==> src/rtl/dcache_read_port_arbiter_pkg.sv <==
// Shared widths and index types for the DCache read-port arbiter and its users.
package dcache_read_port_arbiter_pkg;

  localparam int unsigned PHY_ADDR_WIDTH               = 40;
  localparam int unsigned ACTIVE_LIST_INDEX_BIT_WIDTH  = 6;
  localparam int unsigned DCACHE_LSU_READ_PORT_NUM     = 2;
  localparam int unsigned DCACHE_READ_ARB_REQ_NUM      = 3;
  localparam int unsigned DCACHE_READ_ARB_STARVE_LIMIT = 7;

  typedef logic [PHY_ADDR_WIDTH-1:0]                        PhyAddrPath;
  typedef logic [ACTIVE_LIST_INDEX_BIT_WIDTH-1:0]           ActiveListIndexPath;
  typedef logic [$clog2(DCACHE_READ_ARB_REQ_NUM)-1:0]       DCacheReadArbReqIndexPath;
  typedef logic [$clog2(DCACHE_LSU_READ_PORT_NUM)-1:0]      DCacheReadArbPortIndexPath;
  typedef logic [$clog2(DCACHE_READ_ARB_STARVE_LIMIT+1)-1:0] DCacheReadArbWaitCountPath;

endpackage

==> src/rtl/dcache_read_port_arbiter_circular_priority_picker.sv <==
// Finds the first set bit of vec, scanning upward from ptr and wrapping to bit 0.
module circular_priority_picker #(
  parameter int unsigned WIDTH = 3,
  localparam int unsigned IW   = (WIDTH > 1) ? $clog2(WIDTH) : 1
) (
  input  logic [WIDTH-1:0] vec,
  input  logic [IW-1:0]    ptr,
  output logic             valid,
  output logic [IW-1:0]    idx
);

  int unsigned pos;

  always_comb begin
    valid = 1'b0;
    idx   = '0;
    pos   = 0;
    for (int unsigned n = 0; n < WIDTH; n++) begin
      pos = (32'(ptr) + n) % WIDTH;
      if (!valid && vec[pos]) begin
        valid = 1'b1;
        idx   = IW'(pos);
      end
    end
  end

endmodule

==> src/rtl/dcache_read_port_arbiter.sv <==
// Round-robin DCache read-port arbiter with starvation escalation, busy-port
// skipping and a single outstanding uncachable access.
module dcache_read_port_arbiter
  import dcache_read_port_arbiter_pkg::*;
#(
  parameter int unsigned REQ_NUM      = DCACHE_READ_ARB_REQ_NUM,
  parameter int unsigned PORT_NUM     = DCACHE_LSU_READ_PORT_NUM,
  parameter int unsigned STARVE_LIMIT = DCACHE_READ_ARB_STARVE_LIMIT,
  localparam int unsigned RIW = (REQ_NUM > 1) ? $clog2(REQ_NUM) : 1,
  localparam int unsigned PIW = (PORT_NUM > 1) ? $clog2(PORT_NUM) : 1,
  localparam int unsigned CW  = $clog2(STARVE_LIMIT + 1)
) (
  input  logic                clk,
  input  logic                rst,
  input  logic [REQ_NUM-1:0]  req,
  input  PhyAddrPath          reqAddr [REQ_NUM],
  input  logic [REQ_NUM-1:0]  reqUncachable,
  input  ActiveListIndexPath  reqAlPtr [REQ_NUM],
  input  logic [PORT_NUM-1:0] portBusy,
  input  logic                uncDone,
  input  logic                flush,
  output logic [REQ_NUM-1:0]  grant,
  output logic [PIW-1:0]      grantPort [REQ_NUM],
  output logic [PORT_NUM-1:0] portReq,
  output PhyAddrPath          portAddr [PORT_NUM],
  output logic [PORT_NUM-1:0] portUnc,
  output ActiveListIndexPath  portAlPtr [PORT_NUM]
);

  logic [RIW-1:0] rr_ptr_q, rr_ptr_d;
  logic [CW-1:0]  wait_cnt_q [REQ_NUM];
  logic [CW-1:0]  wait_cnt_d [REQ_NUM];
  logic           unc_in_flight_q, unc_in_flight_d;

  logic [REQ_NUM-1:0] eligible, starving;
  logic [PIW-1:0]     free_port [PORT_NUM];
  logic               slot_has_port [PORT_NUM];
  logic               slot_valid [PORT_NUM];
  logic [RIW-1:0]     slot_idx [PORT_NUM];
  logic               any_grant, unc_grant;
  logic [RIW-1:0]     last_winner;
  int unsigned        n_free;

  always_comb begin
    eligible = '0;
    starving = '0;
    for (int unsigned i = 0; i < REQ_NUM; i++) begin
      eligible[i] = req[i] & ~flush & ~(reqUncachable[i] & unc_in_flight_q & ~uncDone);
      starving[i] = eligible[i] && (wait_cnt_q[i] == CW'(STARVE_LIMIT));
    end
  end

  always_comb begin
    n_free = 0;
    for (int unsigned p = 0; p < PORT_NUM; p++) begin
      free_port[p]     = '0;
      slot_has_port[p] = 1'b0;
    end
    for (int unsigned p = 0; p < PORT_NUM; p++) begin
      if (!portBusy[p]) begin
        free_port[n_free]     = PIW'(p);
        slot_has_port[n_free] = 1'b1;
        n_free++;
      end
    end
  end

  // Each slot removes its winner from the candidate set; an uncachable winner
  // also removes every other uncachable candidate so later slots skip them.
  for (genvar k = 0; k < PORT_NUM; k++) begin : g_slot
    logic [REQ_NUM-1:0] cand, cand_out;
    logic               s_valid, n_valid;
    logic [RIW-1:0]     s_idx, n_idx, pick;

    if (k == 0) begin : g_first
      assign cand = eligible;
    end else begin : g_next
      assign cand = g_slot[k-1].cand_out;
    end

    circular_priority_picker #(.WIDTH(REQ_NUM)) u_starve_pick (
      .vec(cand & starving), .ptr('0), .valid(s_valid), .idx(s_idx)
    );
    circular_priority_picker #(.WIDTH(REQ_NUM)) u_rr_pick (
      .vec(cand), .ptr(rr_ptr_q), .valid(n_valid), .idx(n_idx)
    );

    assign pick          = s_valid ? s_idx : n_idx;
    assign slot_valid[k] = n_valid & slot_has_port[k];
    assign slot_idx[k]   = pick;

    always_comb begin
      cand_out       = cand;
      cand_out[pick] = 1'b0;
      if (reqUncachable[pick]) cand_out = cand_out & ~reqUncachable;
    end
  end

  always_comb begin
    grant       = '0;
    portReq     = '0;
    portUnc     = '0;
    any_grant   = 1'b0;
    unc_grant   = 1'b0;
    last_winner = '0;
    for (int unsigned i = 0; i < REQ_NUM; i++) grantPort[i] = '0;
    for (int unsigned p = 0; p < PORT_NUM; p++) begin
      portAddr[p]  = '0;
      portAlPtr[p] = '0;
    end
    if (rst) begin
      for (int unsigned k = 0; k < PORT_NUM; k++) begin
        if (slot_valid[k]) begin
          grant[slot_idx[k]]       = 1'b1;
          grantPort[slot_idx[k]]   = free_port[k];
          portReq[free_port[k]]    = 1'b1;
          portAddr[free_port[k]]   = reqAddr[slot_idx[k]];
          portUnc[free_port[k]]    = reqUncachable[slot_idx[k]];
          portAlPtr[free_port[k]]  = reqAlPtr[slot_idx[k]];
          unc_grant                = unc_grant | reqUncachable[slot_idx[k]];
          any_grant                = 1'b1;
          last_winner              = slot_idx[k];
        end
      end
    end
  end

  always_comb begin
    rr_ptr_d = rr_ptr_q;
    if (any_grant) begin
      rr_ptr_d = (last_winner == RIW'(REQ_NUM - 1)) ? '0 : last_winner + 1'b1;
    end
    for (int unsigned i = 0; i < REQ_NUM; i++) begin
      if (!req[i] || grant[i] || flush) begin
        wait_cnt_d[i] = '0;
      end else if (wait_cnt_q[i] != CW'(STARVE_LIMIT)) begin
        wait_cnt_d[i] = wait_cnt_q[i] + 1'b1;
      end else begin
        wait_cnt_d[i] = wait_cnt_q[i];
      end
    end
    unc_in_flight_d = unc_grant | (unc_in_flight_q & ~uncDone);
  end

  always_ff @(posedge clk or negedge rst) begin
    if (!rst) begin
      rr_ptr_q        <= '0;
      unc_in_flight_q <= 1'b0;
      for (int unsigned i = 0; i < REQ_NUM; i++) wait_cnt_q[i] <= '0;
    end else begin
      rr_ptr_q        <= rr_ptr_d;
      unc_in_flight_q <= unc_in_flight_d;
      for (int unsigned i = 0; i < REQ_NUM; i++) wait_cnt_q[i] <= wait_cnt_d[i];
    end
  end

  a_grant_has_req: assert property (@(posedge clk) disable iff (!rst) (grant & ~req) == '0);
  a_grant_le_free: assert property (@(posedge clk) disable iff (!rst)
                                    $countones(grant) <= $countones(~portBusy));
  a_port_unique:   assert property (@(posedge clk) disable iff (!rst)
                                    $countones(portReq) == $countones(grant));
  a_unc_done_ok:   assert property (@(posedge clk) disable iff (!rst) uncDone |-> unc_in_flight_q);

endmodule

==> config.mk <==
export PLATFORM = sky130hd
export DESIGN_NAME = dcache_read_port_arbiter
export DESIGN_NICKNAME = d
export VERILOG_FILES = /design/src/rtl/dcache_read_port_arbiter_pkg.sv /design/src/rtl/dcache_read_port_arbiter_circular_priority_picker.sv /design/src/rtl/dcache_read_port_arbiter.sv
export SDC_FILE = /design/constraint.sdc
export NUM_CORES = 1
export LEC_CHECK = 0
export BUFFER_PORTS_ARGS = -buffer_cell sky130_fd_sc_hd__buf_2
export CORE_UTILIZATION = 41
export CTS_CLUSTER_SIZE = 14
export DETAILED_ROUTE_END_ITERATION = 12
export HOLD_SLACK_MARGIN = 0.12
export PLACE_DENSITY = 0.8
export SYNTH_ARGS = -nofsm -noshare
export SYNTH_HDL_FRONTEND = slang
export SYNTH_SLANG_ARGS = --single-unit
==> constraint.sdc <==
create_clock -name clk -period 3.3 [get_ports clk]
set_clock_uncertainty 0.05 [all_clocks]
set_input_delay 0.165 -clock clk [delete_from_list [all_inputs] [get_ports clk]]
set_output_delay 0.165 -clock clk [all_outputs]
set_load 0.03 [all_outputs]
==> impl_metrics.json <==
{
  "ys_top_cells_by_area": "mux2i_1 (13%), mux2_1 (13%), o22a_1 (9.8%)",
  "initial_utilization_pct": 43.10,
  "nFillCells": 550,
  "worst_setup_path_start_kind": "flip-flop",
  "startpoint": "rr_ptr_q[1]$_DFFE_PN0P_",
  "cts_tree": "built",
  "r2r_start": "rr_ptr_q[1]$_DFFE_PN0P_",
  "dieHeight_um": 101.3,
  "fin_util_pct": 80.64,
  "drcViolationCount": 0,
  "clk_latency_ns": 0.25,
  "clock_tree.root_cell": "clkbuf_8",
  "die-area_sq_mm": 0.01025,
  "clk_pin_slew_ns": 0.06,
  "synth_common_cells": "nor2_1 (58), mux2i_1 (54), o21ai_0 (53)",
  "grt_pass1_vias": 6132,
  "fin_ws_ns": -0.7162,
  "violations": "negative setup slack",
  "clockBufferDepth": 2,
  "hp-class": "primary input to flip-flop",
  "outcome": "finished, violations left",
  "wire_per_inst_um": 22.56,
  "synth-seq-cells": 12,
  "criticalPathCategory": "flip-flop to primary output",
  "cp.required_ns": 3.08,
  "fin_nets": 983,
  "leakage_nw": 3.649,
  "ys.flop_type": "dfrtp_1",
  "syn2layout_area_growth_pct": 87.11,
  "yosysUniqueCellTypes": 64,
  "synth_top_area_cell": "mux2i_1",
  "ys_warn_count": 0,
  "vdd.ir_drop.worst_v": 0.0004811,
  "rsz0062_at_grt": "true",
  "finalSetupViolCount": 113,
  "power_density_mw_per_mm2": 791.7,
  "fmax_ghz": 0.2490,
  "io_buffer_count": 251,
  "overflow": 0,
  "drtIter0Drc": 512,
  "htreeDepth": 1,
  "antenna_found_initial": 0,
  "track_usage_pct": 36.19,
  "via_per_inst": 6.474,
  "max_slew_margin_pct": 60.31,
  "min-delay-start": "req[2]",
  "die_w_um": 101.3,
  "maxCapViolations": 0,
  "gp_congestion": 0.9226,
  "post-place-cells": 908,
  "yosysMostFrequentCell": "nor2_1",
  "design.core.area_sq_mm": 0.009371,
  "power_w": 0.005983,
  "synth_area_sq_mm": 0.004039,
  "min_period_ns": 4.016,
  "synth_edf_count": 0,
  "layout-drive-gt1-share_pct": 65.41,
  "routed_wl_um": 21530,
  "clock_sinks": 12,
  "dpl_cell_area_sq_mm": 0.005977,
  "cp-end-kind": "primary output",
  "final_cell_area_sq_mm": 0.007557,
  "firstDrtPassIters": 5,
  "slew_viol_final": 0,
  "grt_max_degree": 38,
  "synth_top_area_share_pct": 13.38,
  "drt.antenna.violating_nets": 0,
  "finalHoldViolCount": 0,
  "io-pin-count": 252,
  "layoutNonFillerInstCount": 954,
  "vias": 6176,
  "crit_fanout": 5,
  "grt_pass1_wl_um": 29730,
  "finalCritPeriodShare_pct": 121.7,
  "synthesis.nets": 662,
  "pre_cts_slack_ns": -0.4353,
  "synthCells": 504,
  "synth_seq_area_share_pct": 7.435,
  "rows": 35,
  "tightest_slew_ns": 0.5953,
  "avgSynthCellArea_sq_um": 8.014,
  "dpl.hpwl_um": 13060,
  "cp.arrival_ns": 3.80,
  "cts_made_buffers": 3,
  "synthArstFlopShare_pct": 100.0
}
-- worst max-delay path: stages (launching register included) --
cell and delay, ns:
dfrtp_2 0.44, ha_4 0.31, buf_6 0.11, and2_4 0.16, nor2_4 0.05, o2111a_2 0.30
a21oi_4 0.18, mux2_4 0.34, and3_4 0.21, buf_6 0.12, buf_6 0.12, o41ai_4 0.38
a211oi_4 0.09, buf_4 0.16, and2_4 0.19, a31oi_4 0.17, o21ai_2 0.08, buf_6 0.14
-- flip-flops by register name, indices dropped and copies added, names as in the netlist --
name and flops:
wait_cnt_q 9, rr_ptr_q 2, unc_in_flight_q 1
-- layout by cell type (no fill, tap or decap), drive strengths merged, types with 3 or more instances in the layout --
master | netlist | routed
inv | 8 | 8
o21ai | 61 | 61
o22a | 45 | 45
ha | 8 | 8
nor3b | 4 | 4
nand4 | 3 | 3
buf | 20 | 363
clkbuf | 30 | 5
o22ai | 47 | 47
and2 | 5 | 5
mux2 | 47 | 47
dfrtp | 12 | 12
nand2b | 5 | 5
nor2b | 5 | 5
nor3 | 3 | 3
nand3 | 10 | 10
mux2i | 54 | 54
nor2 | 58 | 58
xor2 | 3 | 3
nand3b | 3 | 3
a21boi | 4 | 4
nand2 | 23 | 23
a211oi | 7 | 7
a21oi | 9 | 9
o2bb2ai | 4 | 4
-- through the flow --
stage | hold WS (ns) | TNS (ns)
3_3_place_gp | 0.09239 | -20.15
2_1_floorplan | -0.1806 | -0.7678
6_report | 0.2697 | -50.58
4_1_cts | 0.2678 | -33.18
3_5_place_dp | 0.09737 | -21.28
5_1_grt | 0.2769 | -63.35
-- layout make-up --
type | instances | area [sq um] | share of cell area (%)
diodes | 1 | 2.502 | 0.03311
repair buffers | 366 | 2819 | 37.30
flip-flops and latches | 12 | 301.5 | 3.990
well taps | 129 | 161.4 | 2.136
clock buffers | 4 | 55.05 | 0.7285
multi-input cells | 434 | 4178 | 55.28
inverters | 8 | 40.04 | 0.5298
-- path summary, 6_finish.rpt --
| path | to | slack (ns) | cells past startpoint |
|---|---|---|---|
| max | portUnc[1] | -0.72 | 17 |
| min in group asynchronous | wait_cnt_q[2]$_DFFE_PN0P_ | 0.40 | 2 |
| min reg2reg | rr_ptr_q[1]$_DFFE_PN0P_ | 0.55 | 2 |
| max in group asynchronous | rr_ptr_q[1]$_DFFE_PN0P_ | 2.37 | 2 |
| max reg2reg | unc_in_flight_q$_DFF_PN0_ | -0.50 | 17 |
| min | wait_cnt_q[1]$_DFFE_PN0P_ | 0.27 | 4 |
-- logic make-up after synthesis --
family	share of synthesized area, %
simple gates	15.27
fa+ha+maj	2.726
buf+inv	8.302
xor+xnor	0.6507
mux	26.49
compound gates	39.13
flops	7.435
-- power breakdown --
part           switching, W  internal (W)
clock             0.0000643      0.000106
combinational       0.00307       0.00255
sequential        0.0000253      0.000173
total               0.00316       0.00283
-- metal layers --
metal  up-vias  part of all wire (%)  global-route usage (%)
met4         0                   5.3                   19.06
met1      3002                    37                   41.06
met5         -                     0                       0
li1       2603                     -                       -
met2       454                    50                   65.10
met3       117                   7.6                   5.797
-- what timing repair did --
item | CTS | global route
buffers inserted | 25 | 13
gates cloned | 6 | 1
hold buffers | 1 | 0
endpoints found under the setup margin | 111 | 114
gates resized for setup | 185 | 78
pin swaps | 25 | 21
hold endpoints to repair | 12 | 0
Note: power is estimated with default switching activity, not from simulation.
